[config.mk]
export PLATFORM = sky130hd
export DESIGN_NAME = add_pipe_nbit_flat
export DESIGN_NICKNAME = d
export VERILOG_FILES = /design/src/rtl/add_pipe_nbit_if.sv /design/src/rtl/add_pipe_nbit.sv /design/src/flat_wrapper.sv
export SDC_FILE = /design/constraint.sdc
export NUM_CORES = 1
export LEC_CHECK = 0
export CELL_PAD_IN_SITES_DETAIL_PLACEMENT = 0
export CELL_PAD_IN_SITES_GLOBAL_PLACEMENT = 1
export CORE_MARGIN = 2
export CORE_UTILIZATION = 38
export DETAILED_ROUTE_END_ITERATION = 12
export GPL_TIMING_DRIVEN = 0
export PLACE_DENSITY = 0.84
export SETUP_SLACK_MARGIN = 0.02
export SLEW_MARGIN = 15
export SYNTH_ARGS = -nofsm -noshare
export SYNTH_HDL_FRONTEND = slang
export SYNTH_SLANG_ARGS = --single-unit
[constraint.sdc]
create_clock -name clk -period 1.8 [get_ports clk]
set_input_delay 0.18 -clock clk [delete_from_list [all_inputs] [get_ports clk]]
set_output_delay 0.18 -clock clk [all_outputs]
set_load 0.01 [all_outputs]
[src/rtl/add_pipe_nbit_if.sv]
// Handshake and data bundle for add_pipe_nbit.
// The master side supplies operands and accepts results; the slave side is the adder.
interface add_pipe_nbit_if #(
    parameter int N = 8
);
    logic         in_valid;
    logic         in_ready;
    logic [N-1:0] a;
    logic [N-1:0] b;
    logic         sub;
    logic         out_valid;
    logic         out_ready;
    logic [N-1:0] sum;
    logic         c_out;
    logic         ovf;

    modport master (
        output in_valid, a, b, sub, out_ready,
        input  in_ready, out_valid, sum, c_out, ovf
    );

    modport slave (
        input  in_valid, a, b, sub, out_ready,
        output in_ready, out_valid, sum, c_out, ovf
    );
endinterface

[src/rtl/add_pipe_nbit.sv]
// add_pipe_nbit: pipelined N-bit adder/subtractor with valid/ready handshake.
// The operands are split into STAGES chunks of W = N/STAGES bits; stage i adds
// chunk i and passes its carry to stage i+1 through a register, so one result
// leaves per cycle after STAGES cycles of latency. N must be a multiple of STAGES.
// Optional feature macro: ADD_PIPE_SAT_EN (unsigned saturation of sum; the
// c_out and ovf flags stay raw).
module add_pipe_nbit #(
    parameter int N      = 8,
    parameter int STAGES = 2
) (
    input  logic           clk,
    input  logic           rst,
    add_pipe_nbit_if.slave bus
);
    localparam int W = N / STAGES;
    localparam int L = STAGES - 1;

    // Per-stage registers: operands travel alongside the partial sum so the
    // upper chunks are available when their stage is reached.
    logic         v_q   [STAGES];
    logic         c_q   [STAGES];
    logic         sub_q [STAGES];
    logic [N-1:0] a_q   [STAGES];
    logic [N-1:0] b_q   [STAGES];
    logic [N-1:0] s_q   [STAGES];
    logic         ovf_q;

    logic         v_d   [STAGES];
    logic         c_d   [STAGES];
    logic         sub_d [STAGES];
    logic [N-1:0] a_d   [STAGES];
    logic [N-1:0] b_d   [STAGES];
    logic [N-1:0] s_d   [STAGES];

    logic         stall;
    logic         advance;
    logic         ovf_d;
    logic [N-1:0] out_sum_d;

    // A held result freezes the whole pipeline, so in_ready depends only on
    // the output handshake and never on in_valid.
    assign stall         = v_q[L] && !bus.out_ready;
    assign advance       = !stall;
    assign bus.in_ready  = advance;
    assign bus.out_valid = v_q[L];
    assign bus.sum       = s_q[L];
    assign bus.c_out     = c_q[L];
    assign bus.ovf       = ovf_q;

    genvar gi;
    generate
        for (gi = 0; gi < STAGES; gi++) begin : g_stage
            logic [N-1:0] a_in;
            logic [N-1:0] b_in;
            logic [N-1:0] s_in;
            logic         c_in;
            logic         v_in;
            logic         sub_in;
            logic [W:0]   part;
            logic [N-1:0] s_mix;

            if (gi == 0) begin : g_head
                // Subtraction is a + ~b + 1: invert B and feed sub as carry-in.
                assign a_in   = bus.a;
                assign b_in   = bus.b ^ {N{bus.sub}};
                assign s_in   = '0;
                assign c_in   = bus.sub;
                assign v_in   = bus.in_valid;
                assign sub_in = bus.sub;
            end else begin : g_body
                assign a_in   = a_q[gi-1];
                assign b_in   = b_q[gi-1];
                assign s_in   = s_q[gi-1];
                assign c_in   = c_q[gi-1];
                assign v_in   = v_q[gi-1];
                assign sub_in = sub_q[gi-1];
            end

            assign part = {1'b0, a_in[gi*W +: W]} + {1'b0, b_in[gi*W +: W]} + {{W{1'b0}}, c_in};

            // Drop this stage's chunk into the skewed partial-sum word.
            always_comb begin
                s_mix              = s_in;
                s_mix[gi*W +: W]   = part[W-1:0];
            end

            assign a_d[gi]   = a_in;
            assign b_d[gi]   = b_in;
            assign s_d[gi]   = s_mix;
            assign c_d[gi]   = part[W];
            assign v_d[gi]   = v_in;
            assign sub_d[gi] = sub_in;
        end
    endgenerate

    // Carry into the MSB is recovered from the MSB sum bit: s = a ^ b' ^ cin.
    assign ovf_d = a_d[L][N-1] ^ b_d[L][N-1] ^ s_d[L][N-1] ^ c_d[L];

`ifdef ADD_PIPE_SAT_EN
    // Clamp to all-ones on unsigned add overflow, to zero on subtract borrow.
    always_comb begin
        out_sum_d = s_d[L];
        if (!sub_d[L] && c_d[L]) begin
            out_sum_d = '1;
        end else if (sub_d[L] && !c_d[L]) begin
            out_sum_d = '0;
        end
    end
`else
    assign out_sum_d = s_d[L];
`endif

    // Pipeline advance: everything holds on stall; bubbles move but leave data untouched.
    always_ff @(posedge clk) begin
        if (rst) begin
            for (int i = 0; i < STAGES; i++) begin
                v_q[i]   <= 1'b0;
                c_q[i]   <= 1'b0;
                sub_q[i] <= 1'b0;
                a_q[i]   <= '0;
                b_q[i]   <= '0;
                s_q[i]   <= '0;
            end
            ovf_q <= 1'b0;
        end else if (advance) begin
            for (int i = 0; i < STAGES; i++) begin
                v_q[i] <= v_d[i];
                if (v_d[i]) begin
                    c_q[i]   <= c_d[i];
                    sub_q[i] <= sub_d[i];
                    a_q[i]   <= a_d[i];
                    b_q[i]   <= b_d[i];
                    s_q[i]   <= (i == L) ? out_sum_d : s_d[i];
                end
            end
            if (v_d[L]) begin
                ovf_q <= ovf_d;
            end
        end
    end
endmodule

[src/flat_wrapper.sv]
// flat-port wrapper written by rule: the top's interface ports become plain ports
module add_pipe_nbit_flat 
#(
    parameter int N      = 8,
    parameter int STAGES = 2
)
  (clk, rst, bus_in_valid, bus_a, bus_b, bus_sub, bus_out_ready, bus_in_ready, bus_out_valid, bus_sum, bus_c_out, bus_ovf);
  add_pipe_nbit_if #(.N(N)) bus_i ();
  input  logic clk;
  input  logic rst;
  input wire logic [$bits(bus_i.in_valid)-1:0] bus_in_valid;
  input wire logic [$bits(bus_i.a)-1:0] bus_a;
  input wire logic [$bits(bus_i.b)-1:0] bus_b;
  input wire logic [$bits(bus_i.sub)-1:0] bus_sub;
  input wire logic [$bits(bus_i.out_ready)-1:0] bus_out_ready;
  output wire logic [$bits(bus_i.in_ready)-1:0] bus_in_ready;
  output wire logic [$bits(bus_i.out_valid)-1:0] bus_out_valid;
  output wire logic [$bits(bus_i.sum)-1:0] bus_sum;
  output wire logic [$bits(bus_i.c_out)-1:0] bus_c_out;
  output wire logic [$bits(bus_i.ovf)-1:0] bus_ovf;
  assign bus_i.in_valid = bus_in_valid;
  assign bus_i.a = bus_a;
  assign bus_i.b = bus_b;
  assign bus_i.sub = bus_sub;
  assign bus_i.out_ready = bus_out_ready;
  assign bus_in_ready = bus_i.in_ready;
  assign bus_out_valid = bus_i.out_valid;
  assign bus_sum = bus_i.sum;
  assign bus_c_out = bus_i.c_out;
  assign bus_ovf = bus_i.ovf;
  add_pipe_nbit #(.N(N), .STAGES(STAGES)) u_core (.clk(clk), .rst(rst), .bus(bus_i));
endmodule
Word level (Yosys, flattened, before mapping)
Memory sizes are Yosys's and may differ from the RTL's.
Cells that the tools add are included.
{"block": "word_totals", "input_bits": 21, "out_inout_bits": 12, "mem_count": 5, "ramBits": 52, "word_cells": 52, "reg_bits": 1}
{"memory": "u_core.a_q", "words": 2, "word_bits": 8, "rd": 1, "rd_clocked_by_memory_dff": 0, "wr": 2, "line": "add_pipe_nbit.sv:23", "text": "logic [N-1:0] a_q [STAGES];"}
{"memory": "u_core.b_q", "words": 2, "word_bits": 8, "rd": 1, "rd_clocked_by_memory_dff": 0, "wr": 2, "line": "add_pipe_nbit.sv:24", "text": "logic [N-1:0] b_q [STAGES];"}
{"memory": "u_core.s_q", "words": 2, "word_bits": 8, "rd": 2, "rd_clocked_by_memory_dff": 0, "wr": 2, "line": "add_pipe_nbit.sv:25", "text": "logic [N-1:0] s_q [STAGES];"}
{"memory": "u_core.c_q", "words": 2, "word_bits": 1, "rd": 2, "rd_clocked_by_memory_dff": 0, "wr": 2, "line": "add_pipe_nbit.sv:21", "text": "logic c_q [STAGES];"}
{"memory": "u_core.v_q", "words": 2, "word_bits": 1, "rd": 2, "rd_clocked_by_memory_dff": 0, "wr": 2, "line": "add_pipe_nbit.sv:20", "text": "logic v_q [STAGES];"}
{"block": "classes", "reduce_logical": 4, "muxes": 23, "n_bitwise": 15, "n_addsub": 4}
{"cell": "2-to-1 mux 8 bit", "count": 6}
{"cell": "2-to-1 mux 1 bit", "count": 17}
{"cell": "adder 4 x 4 -> 5 bit", "count": 2}
{"cell": "adder 5 x 1 -> 5 bit", "count": 2}
{"cell": "bitwise OR 1 bit", "count": 10}
{"cell": "bitwise XOR 8 bit", "count": 1}
{"cell": "bitwise XOR 1 bit", "count": 3}
{"cell": "logical NOT 1 bit", "count": 2}
{"cell": "AND reduction 2 bit", "count": 1}
{"cell": "logical AND 1 bit", "count": 1}
{"cell": "NOT 1 bit", "count": 1}

Longest topological paths before layout
{"block": "depth", "word_depth": 6, "depth_mapped": 7, "ltp_nobuf": 7}

Least setup slack after synthesis
No wires, ideal clock.
{"block": "synth_path", "path_type": "register -> register", "start": "mem u_core.c_q[0][0]", "end": "reg u_core.ovf_q, in the netlist u_core.bus.ovf", "path_buffers": 0, "t_required_ns": 1.709, "path_slack_ns": 0.110, "setup_ns": 0.091, "stages_incl_launch_ff": 8, "arrival_ns": 1.599, "synth_period_minus_slack_ns": 1.690, "cell_sequence": "edfxtp_1 > fa_1 > inv_1 > fa_1 > nand2b_1 > a21oi_1 > xor2_1 > a311oi_1"}
{"element": "start: declaration", "line": "add_pipe_nbit.sv:21"}
{"element": "end signal: assignment", "line": "add_pipe_nbit.sv:137", "text": "ovf_q <= ovf_d;"}
{"element": "end: declaration", "line": "add_pipe_nbit.sv:26", "text": "logic ovf_q;"}

==> impl_metrics.env <==
export IMPL_critical_path_max_fanout=2
export IMPL_start_kind="register"
export IMPL_multi_input_area_um2=562
export IMPL_synth_edff_count=24
export IMPL_critical_path_top_delay_family="adder cells"
export IMPL_postSynthCellCount=101
export IMPL_fp_dieH_um=62.8
export IMPL_post_synth_and_or_nand_nor_area_fraction=0.131
export IMPL_clock_sinks=25
export IMPL_failed_checks="setup timing"
export IMPL_final_cell_utilization_of_the_core=0.528
export IMPL_path_common_cell="sky130_fd_sc_hd__fa_2"
export IMPL_floorplan_io_pins=33
export IMPL_fp_dieW_um=62.8
export IMPL_tritoncts="built"
export IMPL_via_count_of_the_first_global_routing_pass=837
export IMPL_final_slew_viol_count=0
export IMPL_synth_compound_gate_area_share=0.0714
export IMPL_gp_routability_congestion=0.674
export IMPL_fin_hold_ws_ns=0.246
export IMPL_design_final_nets=168
export IMPL_route_antenna_remaining_nets=0
export IMPL_period_share=1.01
export IMPL_global_route_usage_met2=0.220
export IMPL_clock_tree_buffer_depth=2
export IMPL_drt_wl_total_mm=2.05
export IMPL_1st_iter_drt_viols=6
export IMPL_ys_flop_type="sky130_fd_sc_hd__edfxtp_1"
export IMPL_cp_buffers_inverters=1
export IMPL_crit_chain="fa_2 > inv_2 > fa_2 > nand2b_4 > a21oi_4 > xor2_2 > a311oi_2"
export IMPL_post_synth_top_area_fraction=0.549
export IMPL_share_of_cells_above_drive_strength_1=0.146
export IMPL_viasPerCell=4.42
export IMPL_cp_required_ns=2.03
export IMPL_io_buffer_count=31
export IMPL_setup_violations_final=1
export IMPL_slew_hr=0.683
export IMPL_grt_start_max_net_pins=14
export IMPL_ys_warn_count=0
export IMPL_cts_buffers=3
export IMPL_worst_slack_ns=-0.0248
export IMPL_firstDrtPassIters=2
export IMPL_r2r_start="u_core.c_q[0][0]$_SDFFCE_PN0P_"
export IMPL_hold_path_class="in -> reg"
export IMPL_antenna_cells=0
export IMPL_seq_area_frac_synth=0.564
export IMPL_synth_area_mux_share=0.00762
export IMPL_htreeDepth=1
export IMPL_synthTopCellsByCount="sky130_fd_sc_hd__edfxtp_1, sky130_fd_sc_hd__nor2_1, sky130_fd_sc_hd__and2_1"
export IMPL_finalHoldViolations=0
export IMPL_critPathSlowestCell="sky130_fd_sc_hd__edfxtp_1"
export IMPL_post_synth_cell_area_avg_um2=13.0
export IMPL_first_pass_grt_wire_length_mm=3.39
export IMPL_slowest_delay_ns=0.43
export IMPL_final_min_clock_period_ns=1.82
export IMPL_synth_area_leader_cell="sky130_fd_sc_hd__edfxtp_1"
export IMPL_final_cell_count_no_fill=183
export IMPL_grt_use_met1=0.107
export IMPL_area_delta_synth_final_pct=34.0
export IMPL_totalNegativeSetupSlack_ns=-0.0248
export IMPL_wl_per_cell_um=11.2
export IMPL_initial_core_utilization=0.394
export IMPL_preCtsSetupSlack_ns=-0.139
export IMPL_clock_fmax_mhz=548
export IMPL_cell_variety_after_synth=26
export IMPL_async_reset_ff_frac=0
export IMPL_register_area_um2=741
export IMPL_clk_latency_ns=0.30
export IMPL_via_count=809
export IMPL_synth_net_count=131
export IMPL_static_leakage_power_uw=0.000683
export IMPL_ys_ff_latch=25
export IMPL_detailed_place_hpwl_mm=1.61
export IMPL_type_of_element_capturing_the_critical_path="register"
export IMPL_drc=0
export IMPL_gr_usage_all_layers=0.111
export IMPL_power_ir_vdd_worst_uv=249
export IMPL_number_of_maximum_capacitance_constraint_violations=0
export IMPL_timing_worst_setup_path_type="reg -> reg"
export IMPL_cts_hold_buffers_added=0
export IMPL_row_count=21
export IMPL_gr_total_overflow=0
export IMPL_tightestPinTransition_ns=0.476
export IMPL_worst_hold_startpoint="bus_sub"
export IMPL_die_area_um2=3940
export IMPL_status="finished, violations left"
export IMPL_initial_antenna_violation_count=0
export IMPL_largest_family_of_logic_cells_by_synthesized_area="simple AND/OR/NAND/NOR gates"
export IMPL_post_place_cells=178
export IMPL_layout_filler_cells=307
export IMPL_unrepaired_setup_endpoints_after_global_routing="true"
export IMPL_worst_ep_arrival_time_ns=2.05
export IMPL_clk_transition_reported_paths_ns=0.12
export IMPL_synthXorXnorAreaFrac=0.0800
export IMPL_post_synthesis_adder_cell_area_fraction=0.103
export IMPL_worstSetupStartpoint="u_core.c_q[0][0]$_SDFFCE_PN0P_"
export IMPL_floorplan_core_area_um2=3340
export IMPL_synth_most_common_cell="sky130_fd_sc_hd__edfxtp_1"
export IMPL_synthTopCellsByArea="sky130_fd_sc_hd__edfxtp_1, sky130_fd_sc_hd__ha_1, sky130_fd_sc_hd__and2_1"
export IMPL_cts_root_buf="sky130_fd_sc_hd__clkbuf_4"
export IMPL_gr_usage_met3=0.0162
export IMPL_power_density_nw_per_um2=736
export IMPL_netlist_area_um2=1310
export IMPL_gr_max_usage_layer="met2"
export IMPL_finClkSkew_ns=0.00183
==> metrics by stage <==
| step | instance area [µm²] | power [µW] |
|---|---|---|
| floorplan | 1310 | 913 |
| global placement | 1680 | 1030 |
| detailed placement | 1680 | 1050 |
| CTS | 1730 | 1290 |
| global route | 1760 | 1370 |
| finish | 1760 | 1300 |
==> what timing repair did <==
action,CTS,global route
buffers inserted,1,0
resized for setup,5,4
setup endpoints to repair,1,1
pin swaps,5,4
==> registers in the layout, summed over array words and instances, names as in the netlist <==
register        flops
u_core.a_q          4
u_core.b_q          4
u_core.bus.ovf      1
u_core.c_q          2
u_core.s_q         12
u_core.v_q          2
==> where the power goes <==
part           switching, µW  internal (µW)  total, µW
combinational            151            182        333
sequential              20.5            706        726
clock                    150           86.4        236
==> layout by cell type (no fill, tap or decap), types with 5 or more instances in the layout <==
cell type and instances:
sky130_fd_sc_hd__xnor2_1 6, sky130_fd_sc_hd__inv_1 5, sky130_fd_sc_hd__nor2_1 12, sky130_fd_sc_hd__and2_1 11, sky130_fd_sc_hd__ha_1 6, sky130_fd_sc_hd__edfxtp_1 24, sky130_fd_sc_hd__xor2_1 5, sky130_fd_sc_hd__clkdlybuf4s50_1 31
==> routing by layer <==
metal | share of wire | up-vias
met5 | 0 | -
met2 | 0.53 | 28
met1 | 0.40 | 362
met3 | 0.054 | 4
met4 | 0.019 | 0
li1 | - | 415
==> worst reg2reg max path, cell delays in order (launching register included) <==
cell	delay (ns)
sky130_fd_sc_hd__edfxtp_1	0.43
sky130_fd_sc_hd__fa_2	0.42
sky130_fd_sc_hd__inv_2	0.06
sky130_fd_sc_hd__fa_2	0.19
sky130_fd_sc_hd__nand2b_4	0.14
sky130_fd_sc_hd__a21oi_4	0.06
sky130_fd_sc_hd__xor2_2	0.19
sky130_fd_sc_hd__a311oi_2	0.26
==> layout make-up <==
type	count	area share
flip-flops and latches	25	0.421
multi-input cells	67	0.319
repair buffers	32	0.181
plain buffers	3	0.0192
clock buffers	4	0.0149
well taps	46	0.0327
inverters	6	0.0128
==> final timing paths <==
path              cells past startpoint  slack [ns]                             end
setup / recovery                      7       -0.02     u_core.bus.ovf$_SDFFE_PP0P_
hold / removal                        3        0.25  u_core.b_q[0][4]$_SDFFCE_PN0P_
setup reg to reg                      7       -0.02     u_core.bus.ovf$_SDFFE_PP0P_
hold reg to reg                       1        0.53  u_core.s_q[0][9]$_SDFFCE_PN0P_
==> kinds of logic (layout without fill, tap and decap cells) <==
| group | count (synthesis) | count (layout) |
|---|---|---|
| and+or+nand+nor | 32 | 32 |
| DFF | 25 | 25 |
| AOI/OAI and AO/OA | 13 | 13 |
| xor gates and xnor gates | 12 | 12 |
| adders and majority gates | 9 | 9 |
| buffers and inverters | 9 | 45 |
| muxes | 1 | 1 |
(Power assumes the default switching activity.)
